[src/rtl/sqrt_nr_pipe.sv]
// Fixed-point square root using the non-restoring digit-by-digit method.
// Resolves ITER_PER_CYCLE root bits per clock behind valid/ready handshakes.
module sqrt_nr_pipe #(
  parameter int unsigned WIDTH          = 32,
  parameter int unsigned FRAC_BITS      = 16,
  parameter int unsigned ITER_PER_CYCLE = 1,
  parameter int unsigned ROUND_MODE     = 0
) (
  input  logic                             clk,
  input  logic                             rst,
  input  logic                             in_valid,
  output logic                             in_ready,
  input  logic [WIDTH-1:0]                 x,
  output logic                             out_valid,
  input  logic                             out_ready,
  output logic [WIDTH-1:0]                 root,
  output logic [(WIDTH+FRAC_BITS)/2:0]     rem,
  output logic                             exact,
  output logic                             busy
);

  localparam int unsigned ROOT_W = (WIDTH + FRAC_BITS) / 2;
  localparam int unsigned RAD_W  = 2 * ROOT_W;
  localparam int unsigned REM_W  = ROOT_W + 2;
  localparam int unsigned N_ITER = ROOT_W / ITER_PER_CYCLE;
  localparam int unsigned CNT_W  = $clog2(N_ITER + 1);

  if (FRAC_BITS > WIDTH) begin : g_bad_frac
    $error("sqrt_nr_pipe: FRAC_BITS must not exceed WIDTH");
  end
  if (((WIDTH + FRAC_BITS) % 2) != 0) begin : g_bad_parity
    $error("sqrt_nr_pipe: WIDTH+FRAC_BITS must be even");
  end
  if ((ITER_PER_CYCLE == 0) || ((ROOT_W % ITER_PER_CYCLE) != 0)) begin : g_bad_iter
    $error("sqrt_nr_pipe: ITER_PER_CYCLE must divide the root width");
  end
  if (ROUND_MODE > 1) begin : g_bad_round
    $error("sqrt_nr_pipe: ROUND_MODE must be 0 or 1");
  end

  typedef enum logic [1:0] {StIdle, StBusy, StDone} state_e;

  state_e              state_q;
  logic [RAD_W-1:0]    rad_q;
  logic [ROOT_W-1:0]   q_q;
  logic [REM_W-1:0]    r_q;
  logic [CNT_W-1:0]    cnt_q;

  logic [RAD_W-1:0]    rad_step;
  logic [ROOT_W-1:0]   q_step;
  logic [REM_W-1:0]    r_step;
  logic [REM_W-1:0]    r_shift;
  logic [REM_W-1:0]    r_fin;
  logic [ROOT_W-1:0]   root_rnd;

  // Remainder is two's complement; modular arithmetic is exact because every
  // intermediate result of a step fits in REM_W signed bits.
  always_comb begin
    rad_step = rad_q;
    q_step   = q_q;
    r_step   = r_q;
    r_shift  = '0;
    for (int i = 0; i < int'(ITER_PER_CYCLE); i++) begin
      r_shift = {r_step[REM_W-3:0], rad_step[RAD_W-1 -: 2]};
      if (!r_step[REM_W-1]) begin
        r_step = r_shift - {q_step, 2'b01};
      end else begin
        r_step = r_shift + {q_step, 2'b11};
      end
      q_step   = (q_step << 1) | ROOT_W'(!r_step[REM_W-1]);
      rad_step = rad_step << 2;
    end
  end

  always_comb begin
    r_fin = r_q;
    if (r_q[REM_W-1]) begin
      r_fin = r_q + {1'b0, q_q, 1'b1};
    end
    root_rnd = q_q;
    // Round up when the true root exceeds q+0.5, i.e. rem > q; never wrap.
    if ((ROUND_MODE == 1) && (r_fin[ROOT_W:0] > {1'b0, q_q}) && !(&q_q)) begin
      root_rnd = q_q + ROOT_W'(1);
    end
  end

  always_ff @(posedge clk) begin
    if (rst) begin
      state_q   <= StIdle;
      rad_q     <= '0;
      q_q       <= '0;
      r_q       <= '0;
      cnt_q     <= '0;
      in_ready  <= 1'b1;
      out_valid <= 1'b0;
      root      <= '0;
      rem       <= '0;
      exact     <= 1'b0;
      busy      <= 1'b0;
    end else begin
      unique case (state_q)
        StIdle: begin
          if (in_valid && in_ready) begin
            rad_q    <= RAD_W'(x) << FRAC_BITS;
            q_q      <= '0;
            r_q      <= '0;
            cnt_q    <= CNT_W'(N_ITER);
            in_ready <= 1'b0;
            busy     <= 1'b1;
            state_q  <= StBusy;
          end
        end
        StBusy: begin
          if (cnt_q != '0) begin
            rad_q <= rad_step;
            q_q   <= q_step;
            r_q   <= r_step;
            cnt_q <= cnt_q - CNT_W'(1);
          end else begin
            root      <= WIDTH'(root_rnd);
            rem       <= r_fin[ROOT_W:0];
            exact     <= (r_fin == '0);
            out_valid <= 1'b1;
            state_q   <= StDone;
          end
        end
        StDone: begin
          if (out_ready) begin
            out_valid <= 1'b0;
            in_ready  <= 1'b1;
            busy      <= 1'b0;
            state_q   <= StIdle;
          end
        end
        default: state_q <= StIdle;
      endcase
    end
  end

endmodule

[config.mk]
export PLATFORM = sky130hd
export DESIGN_NAME = sqrt_nr_pipe
export DESIGN_NICKNAME = d
export VERILOG_FILES = /design/src/rtl/sqrt_nr_pipe.sv
export SDC_FILE = /design/constraint.sdc
export NUM_CORES = 1
export LEC_CHECK = 0
export BUFFER_PORTS_ARGS = -buffer_cell sky130_fd_sc_hd__buf_2
export CAP_MARGIN = 15
export CORE_MARGIN = 5
export CORE_UTILIZATION = 40
export CTS_CLUSTER_SIZE = 8
export DETAILED_ROUTE_END_ITERATION = 16
export PLACE_DENSITY = 0.64
export SLEW_MARGIN = 20
export SYNTH_ARGS = -nofsm -noshare
export SYNTH_HDL_FRONTEND = slang
export SYNTH_SLANG_ARGS = --single-unit
[constraint.sdc]
create_clock -name clk -period 6.1 [get_ports clk]
set_input_delay 0.61 -clock clk [delete_from_list [all_inputs] [get_ports clk]]
set_output_delay 0.61 -clock clk [all_outputs]
set_load 0.01 [all_outputs]
==> flow_summary.yaml <==
outcome:
  outcome: "finished, final reports clean"
timing:
  worstMarginPinSlew_ns: 0.927
  rsz0062_at_grt: "no"
  fmax_mhz: 264
  drv_slew: 0
  hold_viol: 0
  slew_headroom_pct: 38.2
  setup_viol: 0
  period_needed_ns: 3.79
  clock_skew_ns: 0.0119
  finalSetupTns_ns: 0
  timing.final.crit_share_pct: 62.2
worst_setup_path:
  cp-endpoint: "q_q[0]"
  crit_start: "r_q[25]"
  path_depth: 12
  ff2ff_setup_slack_ns: 2.31
  slowest_stage: "dfxtp_2"
  worstSetupPathType: "reg2reg"
  cp_max_fo: 40
  worstPathCellList: "buf_4 > xnor2_1 > ha_1 > a21o_1 > a21oi_1 > nand3_1 > a211o_1 > a31o_1 > a21oi_1 > xnor2_1 > mux2_1 > a41o_1"
  reg2reg_depth: 12
  cp-end-kind: "register"
  crit_family: "compound AO/OA/AOI/OAI gates"
  critPathMaxStageDelay_ns: 0.67
  start_kind: "register"
  arrival_ns: 4.11
  worstReg2RegEnd: "q_q[0]"
  critical_path_required_ns: 6.42
  r2r_start: "r_q[25]"
  critPathBufInv: 1
synth:
  ys.flop_type: "dfxtp_1"
  yosysMostFrequentCell: "nand2_1"
  synth_edf_count: 0
  synth_area_leaders: "dfxtp_1 35%, a21oi_1 8.9%, ha_1 7.6%"
  synth_top_area_cell: "dfxtp_1"
  yosys_warnings: 0
  yosys.area.top_type_share_pct: 34.5
  syn_area_per_cell_sq_um: 8.00
  async_flop_share_pct: 0
  ys_ff_latch: 142
  synth_cell_type_count: 73
  synth_common_cells: "157 x nand2_1, 146 x a21oi_1, 142 x dfxtp_1"
  synthCells: 1029
  syn_area_sq_um: 8230
  yosysSeqAreaShare_pct: 34.5
clocking:
  path_clk_slew_ns: 0.07
  numCtsBuffers: 17
  tritoncts: "yes"
  cts_resized: 0
  cts-root-buf: "clkbuf_16"
  cts_hold_buf: 0
  worstSkewPairLatency_ns: 0.43
  cts_sinks: 142
  cts_setup_buffers: 0
  clockBufferDepth: 2
  h-tree-depth: 4
detailed_routing:
  vias: 7506
  ant_nets: 0
  dr.pass1.iters: 5
  met1Wirelength_um: 10900
  drt_iter0_drc: 689
  met3WireLength_um: 1640
  drc: 0
  avgViaCountPerCell: 5.51
  wl_met2_um: 9280
  top_layer: "met4"
  wl_um: 22100
  wl_per_cell_um: 16.2
finish:
  nFillCells: 1991
  final_nets: 1166
  final_core_utilization_pct: 46.5
  drive_gt1_share_pct: 13.9
  seq_area_sq_um: 2840
  multi_input_area_sq_um: 5050
  final_cells: 1362
  n_antenna_cell: 0
  areaGrowthSynthToFinish_pct: 14.4
die:
  die_area_sq_um: 23500
  io_pins: 97
  core_area_sq_um: 20200
  dieWidth_um: 153
  start_util_pct: 40.7
  fp.dieH_um: 153
  rows: 52
grt:
  grt_pass1_vias: 6999
  grt.total_usage_pct: 18.3
  grt_overflow: 0
  grt_pass1_wl_um: 36100
  grt_max_degree: 91
  antenna_found_initial: 0
power_and_ir_drop:
  irDropWorstVdd_mv: 0.235
  p_leak_uw: 0.00379
  power_density_nw_per_um2: 370
place:
  place_inst: 1329
  dp_hpwl_um: 15200
  gp_congestion: 0.941
  portBuffers: 88
hold_path:
  hold_class: "in2reg"
job:
  max_cap_violations: 0
-- cell type report --
type	count	share of cell area, %
multi-input cells	801	53.6
well taps	270	3.59
flip-flops and latches	142	30.2
clock inverters	14	1.56
clock buffers	18	4.67
inverters	20	0.798
repair buffers	97	5.56
-- worst reg2reg max path, delay by kind of cell (launching register included) --
family,cells,cell delay (ns)
AOI/OAI and AO/OA,6,1.26
xor gates and xnor gates,2,0.37
adders and majority gates,1,0.36
buffers and inverters,1,0.56
DFF,1,0.67
muxes,1,0.35
and+or+nand+nor,1,0.11
-- worst min path at each step --
stage | startpoint | slack [ns] | cells after the start | end
final | x[0] | 0.42 | 3 | rad_q[16]
after global routing | x[0] | 0.41 | 3 | rad_q[16]
after detailed placement | root[20] | 0.45 | 2 | root[20]
after global placement | root[13] | 0.44 | 2 | root[13]
after floorplan | rad_q[18] | 0.44 | 2 | rad_q[18]
after CTS | x[0] | 0.40 | 3 | rad_q[16]
-- routing by layer --
layer | global-route usage, % | vias up
met5 | 0 | -
met4 | 4.46 | 0
met3 | 5.03 | 26
met2 | 27.0 | 224
met1 | 26.6 | 3493
li1 | - | 3763
-- registers in the layout, summed over array words and instances, names as in the netlist --
signal     count
state_q        2
busy           1
root          24
out_valid      1
exact          1
cnt_q          5
in_ready       1
q_q           24
rem           25
rad_q         32
r_q           26
-- per-stage QoR --
stage | hold slack [ns] | area, sq um | power, uW | setup WS, ns
CTS | 0.401 | 9390 | 3480 | 2.30
global route | 0.409 | 9410 | 3700 | 1.94
floorplan | 0.437 | 8260 | 2150 | 1.56
global placement | 0.440 | 8810 | 2430 | 2.36
finish | 0.416 | 9410 | 3480 | 2.31
detailed placement | 0.446 | 8810 | 2430 | 2.33
-- placed cells by master, fill, tap and decap left out, types with 4 or more instances in the layout --
| master | Yosys | layout |
|---|---|---|
| nand2_1 | 157 | 157 |
| a21oi_1 | 146 | 146 |
| dfxtp_1 | 142 | 141 |
| buf_2 | 5 | 87 |
| nor2_1 | 67 | 64 |
| xnor2_1 | 50 | 50 |
| nand3_1 | 50 | 50 |
| ha_1 | 50 | 50 |
| a22oi_1 | 32 | 32 |
| a21o_1 | 25 | 25 |
| nor3_1 | 21 | 21 |
| inv_1 | 20 | 20 |
| a211oi_1 | 18 | 18 |
| clkbuf_16 | 0 | 17 |
| xor2_1 | 15 | 15 |
| o21ai_0 | 11 | 11 |
| mux2i_1 | 11 | 11 |
| nand4_1 | 10 | 10 |
| buf_4 | 10 | 9 |
| o21a_1 | 8 | 8 |
| o21ai_1 | 8 | 8 |
| o21bai_1 | 8 | 8 |
| conb_1 | 1 | 8 |
| and3_1 | 7 | 7 |
| nor2b_1 | 7 | 7 |
| a31oi_1 | 7 | 7 |
| nand2b_1 | 5 | 5 |
| nand3b_1 | 5 | 5 |
| inv_6 | 0 | 5 |
| and4_1 | 4 | 4 |
| mux2_2 | 4 | 4 |
| and2_1 | 4 | 4 |
| nor4_1 | 4 | 4 |
| clkinv_4 | 0 | 4 |
-- logic make-up after synthesis --
group | share of synthesized area (%)
adders and majority gates | 7.85
other | 0.0456
and+or+nand+nor | 19.7
xor gates and xnor gates | 6.92
DFF | 34.5
muxes | 2.20
AOI/OAI and AO/OA | 24.0
buffers and inverters | 4.77
-- where the power goes --
group / switching, uW / internal [uW] / total [uW]
registers: 81.4 / 1010 / 1090
clock network: 456 / 586 / 1040
logic: 772 / 579 / 1350
total: 1310 / 2170 / 3480
No activity file was read; power rests on OpenSTA's default activity.
